--- config.mk ---
export PLATFORM = sky130hd
export DESIGN_NAME = reg_file_32x32
export DESIGN_NICKNAME = d
export VERILOG_FILES = /design/src/rtl/mips_defs.sv /design/src/rtl/reg_addr_decoder_5to32.sv /design/src/rtl/reg_file_32x32.sv
export SDC_FILE = /design/constraint.sdc
export NUM_CORES = 2
export LEC_CHECK = 0
export ABC_AREA = 0
export CORE_UTILIZATION = 63
export CTS_CLUSTER_DIAMETER = 30
export CTS_CLUSTER_SIZE = 28
export DETAILED_ROUTE_END_ITERATION = 6
export PLACE_DENSITY = 0.81
export SYNTH_ARGS = -nofsm -noshare
export SYNTH_HDL_FRONTEND = slang
export SYNTH_SLANG_ARGS = --single-unit
export TNS_END_PERCENT = 20
--- constraint.sdc ---
create_clock -name clk -period 6.2 [get_ports clk]
set_clock_uncertainty 0.1 [all_clocks]
set_input_delay 0.93 -clock clk [delete_from_list [all_inputs] [get_ports clk]]
set_output_delay 0.93 -clock clk [all_outputs]
set_load 0.005 [all_outputs]
--- src/rtl/mips_defs.sv ---
// ----------------------------------------------------------------------------
// mips_defs
//   Shared definitions for the MIPS datapath register file.
//   Holds the register address/data widths and the architecturally special
//   register numbers ($0 hard-wired zero, $31 JAL link target).
// ----------------------------------------------------------------------------
package mips_defs;

    localparam int REG_ADDR_W = 5;
    localparam int REG_DATA_W = 32;

    localparam logic [REG_ADDR_W-1:0] REG_ZERO = 5'd0;
    localparam logic [REG_ADDR_W-1:0] REG_RA   = 5'd31;

endpackage : mips_defs

--- src/rtl/reg_addr_decoder_5to32.sv ---
// ----------------------------------------------------------------------------
// reg_addr_decoder_5to32
//   Decodes a register address into one-hot per-register write enables.
//   Bit 0 is tied low because $0 is never written.
// Ports
//   addr    in   ADDR_W        register address (RegDst select output)
//   en      in   1             write enable (RegWrite)
//   onehot  out  2**ADDR_W     onehot[i] = en && addr == i, onehot[0] = 0
// ----------------------------------------------------------------------------
module reg_addr_decoder_5to32
    import mips_defs::*;
#(
    parameter int ADDR_W = REG_ADDR_W
) (
    input  logic [ADDR_W-1:0]      addr,
    input  logic                   en,
    output logic [(1<<ADDR_W)-1:0] onehot
);

    localparam int DEPTH = 1 << ADDR_W;

    // NOTE: every bit is assigned a default before the loop so that no
    // path through the block leaves onehot unassigned (no latch inferred).
    always_comb begin
        onehot = '0;
        for (int i = 1; i < DEPTH; i++) begin
            onehot[i] = en && (addr == ADDR_W'(i));
        end
    end

endmodule : reg_addr_decoder_5to32

--- src/rtl/reg_file_32x32.sv ---
// ----------------------------------------------------------------------------
// reg_file_32x32
//   MIPS general-purpose register file: 32 x DATA_W, two combinational read
//   ports, one synchronous write port and a combinational debug read port.
//   $0 reads as zero and has no storage. With BYPASS_EN set, a read of the
//   register being written this cycle returns the incoming wdata so decode
//   and write-back can share a cycle. The debug port never bypasses.
// Ports
//   clk       in   1       rising-edge clock
//   reset     in   1       synchronous active-high clear of all registers
//   raddr1    in   ADDR_W  read port 1 address (rs)
//   rdata1    out  DATA_W  read port 1 data
//   raddr2    in   ADDR_W  read port 2 address (rt)
//   rdata2    out  DATA_W  read port 2 data
//   we        in   1       write enable (RegWrite)
//   waddr     in   ADDR_W  write address
//   wdata     in   DATA_W  write data
//   dbg_addr  in   ADDR_W  debug read address
//   dbg_data  out  DATA_W  debug read data (no bypass)
// ----------------------------------------------------------------------------
module reg_file_32x32
    import mips_defs::*;
#(
    parameter int DATA_W    = REG_DATA_W,
    parameter int ADDR_W    = REG_ADDR_W,
    parameter bit BYPASS_EN = 1'b1
) (
    input  logic              clk,
    input  logic              reset,
    input  logic [ADDR_W-1:0] raddr1,
    output logic [DATA_W-1:0] rdata1,
    input  logic [ADDR_W-1:0] raddr2,
    output logic [DATA_W-1:0] rdata2,
    input  logic              we,
    input  logic [ADDR_W-1:0] waddr,
    input  logic [DATA_W-1:0] wdata,
    input  logic [ADDR_W-1:0] dbg_addr,
    output logic [DATA_W-1:0] dbg_data
);

    localparam int DEPTH = 1 << ADDR_W;

    logic [DEPTH-1:0]  wr_en;
    logic [DATA_W-1:0] regs_q [1:DEPTH-1];
    logic [DATA_W-1:0] regs_d [1:DEPTH-1];
    logic              bypass1;
    logic              bypass2;

    reg_addr_decoder_5to32 #(
        .ADDR_W (ADDR_W)
    ) u_dec (
        .addr   (waddr),
        .en     (we),
        .onehot (wr_en)
    );

    // Next state: only the register selected by the decoder takes wdata.
    always_comb begin
        for (int i = 1; i < DEPTH; i++) begin
            regs_d[i] = wr_en[i] ? wdata : regs_q[i];
        end
    end

    // NOTE: the storage is plain flops rather than a RAM macro, so it can be
    // cleared by reset; reset is checked first so it wins over a write.
    // Sequential state uses non-blocking assignments only.
    always_ff @(posedge clk) begin
        if (reset) begin
            for (int i = 1; i < DEPTH; i++) begin
                regs_q[i] <= '0;
            end
        end else begin
            for (int i = 1; i < DEPTH; i++) begin
                regs_q[i] <= regs_d[i];
            end
        end
    end

    // wr_en[0] is always 0, so forwarding can never target $0.
    assign bypass1 = BYPASS_EN && !reset && wr_en[raddr1];
    assign bypass2 = BYPASS_EN && !reset && wr_en[raddr2];

    always_comb begin
        rdata1 = '0;
        if (bypass1) begin
            rdata1 = wdata;
        end else if (raddr1 != REG_ZERO) begin
            rdata1 = regs_q[raddr1];
        end
    end

    always_comb begin
        rdata2 = '0;
        if (bypass2) begin
            rdata2 = wdata;
        end else if (raddr2 != REG_ZERO) begin
            rdata2 = regs_q[raddr2];
        end
    end

    always_comb begin
        dbg_data = '0;
        if (dbg_addr != REG_ZERO) begin
            dbg_data = regs_q[dbg_addr];
        end
    end

    // An unknown we may only ever disturb the addressed register; every other
    // register must hold across the edge.
    for (genvar g = 1; g < DEPTH; g++) begin : g_hold_chk
        a_hold : assert property (@(posedge clk)
            (!reset && !$isunknown(waddr) && waddr != ADDR_W'(g))
            |=> (regs_q[g] == $past(regs_q[g])));
    end

endmodule : reg_file_32x32

==> flow_summary_export.csv <==
group,metric,value,unit
outcome,outcome,"complete, but fails checks",
outcome,violations,"design-rule violations",
logic_synthesis,synthCells,4586,
cells_and_area,largestRegisters,"regs_q x992",
logic_synthesis,synthArstFlopShare,0,%
power_and_ir_drop,p_per_area,313,nW/um2
detailed_routing,wl_per_cell,38.6,um
timing,setup_tns,0,ps
timing,slew_headroom,1.17,%
cells_and_area,drive_above_1_share,27.2,%
logic_synthesis,synth_edf_count,992,
timing,setup_violations,0,
clocking,cts.sinks,992,
cells_and_area,final_cell_mix,"edfxtp_1 (992), and2_1 (962), mux4_2 (576)",
die,die_area,99300,um2
detailed_routing,via_count,49000,
global_routing,grt_start_max_net_pins,130,
logic_synthesis,synthAdderAreaFrac,0,%
min_path,hold_start,"wdata[31]",
cells_and_area,multi_input_area,30400,um2
worst_setup_path,path_cells,"clkdlybuf4s50_1 -> or2_2 -> nor4_2 -> buf_4 -> a2111oi_1 -> mux2_1 -> clkdlybuf4s50_1",
timing,tightest_slew,1480,ps
global_routing,grt_pass1_vias,47400,
worst_setup_path,cp_data_required_time,5170,ps
cells_and_area,final_util,74.9,%
cells_and_area,regMostFlops,"regs_q",
die,die_w,315,um
power_and_ir_drop,ir_worst_vdd,0.000305,V
die,start_util,63.7,%
logic_synthesis,yosys_most_used_dff,"edfxtp_1",
place,place.gp.congestion,1.00,
worst_setup_path,critPathMaxFanout,20,
timing,min_period,5860,ps
timing,slew_violations,0,
cells_and_area,ff_latch_area,29800,um2
worst_setup_path,critical-path-slowest-cell,"a2111oi_1",
logic_synthesis,seq_area_frac_synth,48.2,%
place,placed_cell_area,65400,um2
die,rows,114,
die,core,97000,um2
min_path,hp-class,"in -> reg",
detailed_routing,via_per_inst,8.03,
clocking,clkTransAtPathRegs,40,ps
power_and_ir_drop,p_total,22.7,mW
clocking,postCtsHoldBufs,0,
global_routing,grt.overflow.total,0,
clocking,htree_levels,4,
logic_synthesis,ys_warn_count,0,
detailed_routing,dr.pass1.iters,7,
timing,rsz0062_at_grt,"false",
timing,fmax,171,MHz
clocking,postCtsSetupBuffers,0,
worst_setup_path,setup.worst_path.start,"raddr2[3]",
logic_synthesis,synthXorXnorAreaFrac,0.0850,%
logic_synthesis,yosys_register_bits,992,
place,dp_hpwl,135,mm
logic_synthesis,synth_cell_types,59,
cells_and_area,finalNonFillerCells,6105,
logic_synthesis,syn-mean-instance-area,13.5,um2
die,fp.dieH,315,um
detailed_routing,wl,236,mm
detailed_routing,drtIter0Drc,9650,
place,dp_cells,5702,
clocking,root_buffer,"clkbuf_16",
cells_and_area,nets,4689,
worst_setup_path,worstPathBufferInverterCount,3,
timing,hold_viol_final,0,
die,io_pins,151,
clocking,cts_resized,0,
worst_setup_path,end_kind,"primary output",
logic_synthesis,syn_nets,4641,
logic_synthesis,synth_top_family_by_area,"multiplexers",
logic_synthesis,netlist_area,61800,um2
place,numPortBuffers,150,
power_and_ir_drop,leakage,25.2,nW
cells_and_area,post-route-cell-area,72700,um2
worst_setup_path,criticalPathCategory,"in -> out",
cells_and_area,area_delta_synth_final,17.6,%
worst_setup_path,path_delay_family,"buffers and inverters",
logic_synthesis,synthMuxAreaShare,26.5,%
clocking,cts_tree,"yes",
clocking,cts_buffer_depth,3,
timing,finalCritPeriodShare,94.5,%
clocking,numCtsBuffers,206,
worst_setup_path,worst_path_largest_cell_delay,1030,ps
global_routing,grt_usage,47.6,%
cells_and_area,fill_cells,5847,
global_routing,antenna_found_initial,12,
detailed_routing,drc,103,
detailed_routing,antenna_left,0,
logic_synthesis,synth-simple-area-share,12.6,%
cells_and_area,final_common_cell,"edfxtp_1",
flow_run,cap_violations,0,
worst_setup_path,cp-start-kind,"primary input",
worst_setup_path,cp.arrival,4830,ps
global_routing,grt_pass1_wl,332,mm
cells_and_area,largest_register_ffs,992,
logic_synthesis,synth_compound_area_share,8.91,%
worst_setup_path,critPathMostFrequentCell,"clkdlybuf4s50_1",
==> through the flow <==
step	hold slack, ps	setup slack (ps)
after CTS	746	636
final	769	341
after global routing	782	392
after floorplan	1030	1450
after detailed placement	1580	707
after global placement	1570	645
==> area by class of cell <==
type	count	area share (%)
Antenna cell	12	0.0413
Tap cell	1276	2.20
Multi-Input combinational cell	3046	41.8
Inverter	9	0.0465
Clock buffer	223	7.24
Sequential cell	992	41.0
Clock inverter	168	2.74
Timing Repair Buffer	379	4.94
==> kinds of logic (layout without fill, tap and decap cells) <==
kind of cell | count (synthesis) | after routing
AND/OR/NAND/NOR | 1326 | 1326
XOR/XNOR | 6 | 6
multiplexers | 906 | 906
buffers and inverters | 548 | 779
flip-flops | 992 | 992
other | 0 | 12
AO/OA/AOI/OAI | 808 | 808
==> Yosys cell counts (5+ instances only) <==
cell type  number  area [um2]
nand2_1        69         259
o221ai_1       64         561
mux4_2        576       13000
mux2i_1       259        2590
buf_6           7        78.8
o21a_1         32         240
and2_1        964        6030
xor2_1          6        52.6
nand2b_1       12        75.1
a221oi_1       39         342
o21ai_0       100         500
nand3_1        19        95.1
o21ai_1        38         190
buf_1          43         161
buf_2          89         445
a22oi_1        60         450
mux2_2         45         507
o22ai_1       120         751
o41ai_1         6        52.6
nor4_1          5        31.3
nor2_1        128         480
a22o_1         30         263
nor2b_1        15        93.8
a2111oi_0      30         263
buf_4          14         105
edfxtp_1      992       29800
nor3b_1        33         248
a211oi_1      138        1040
clkbuf_1      386        1450
a21oi_1       126         631
nor3_1         60         300
mux2_1         26         293
a221o_1        10         100
inv_1           7        26.3
==> power breakdown <==
group | internal, mW | switching [mW]
combinational | 1.34 | 1.85
sequential | 7.79 | 0.304
clock | 7.45 | 4.01
==> final timing paths <==
check / end / slack [ps] / cells past startpoint
worst min-delay path: regs_q[2][31] / 770 / 2
worst max-delay path: rdata2[15] / 340 / 7
==> per-layer routing <==
layer	part of all wire (%)	GRT usage, %	routed length [um]	vias to the layer above
met5	0.016	0	38	-
met4	9.6	37.6	22600	6
met3	17	18.9	40900	1349
met2	42	67.1	99200	5561
met1	31	58.4	72900	23800
li1	-	-	-	18300
Note: power is estimated with default switching activity, not from simulation.
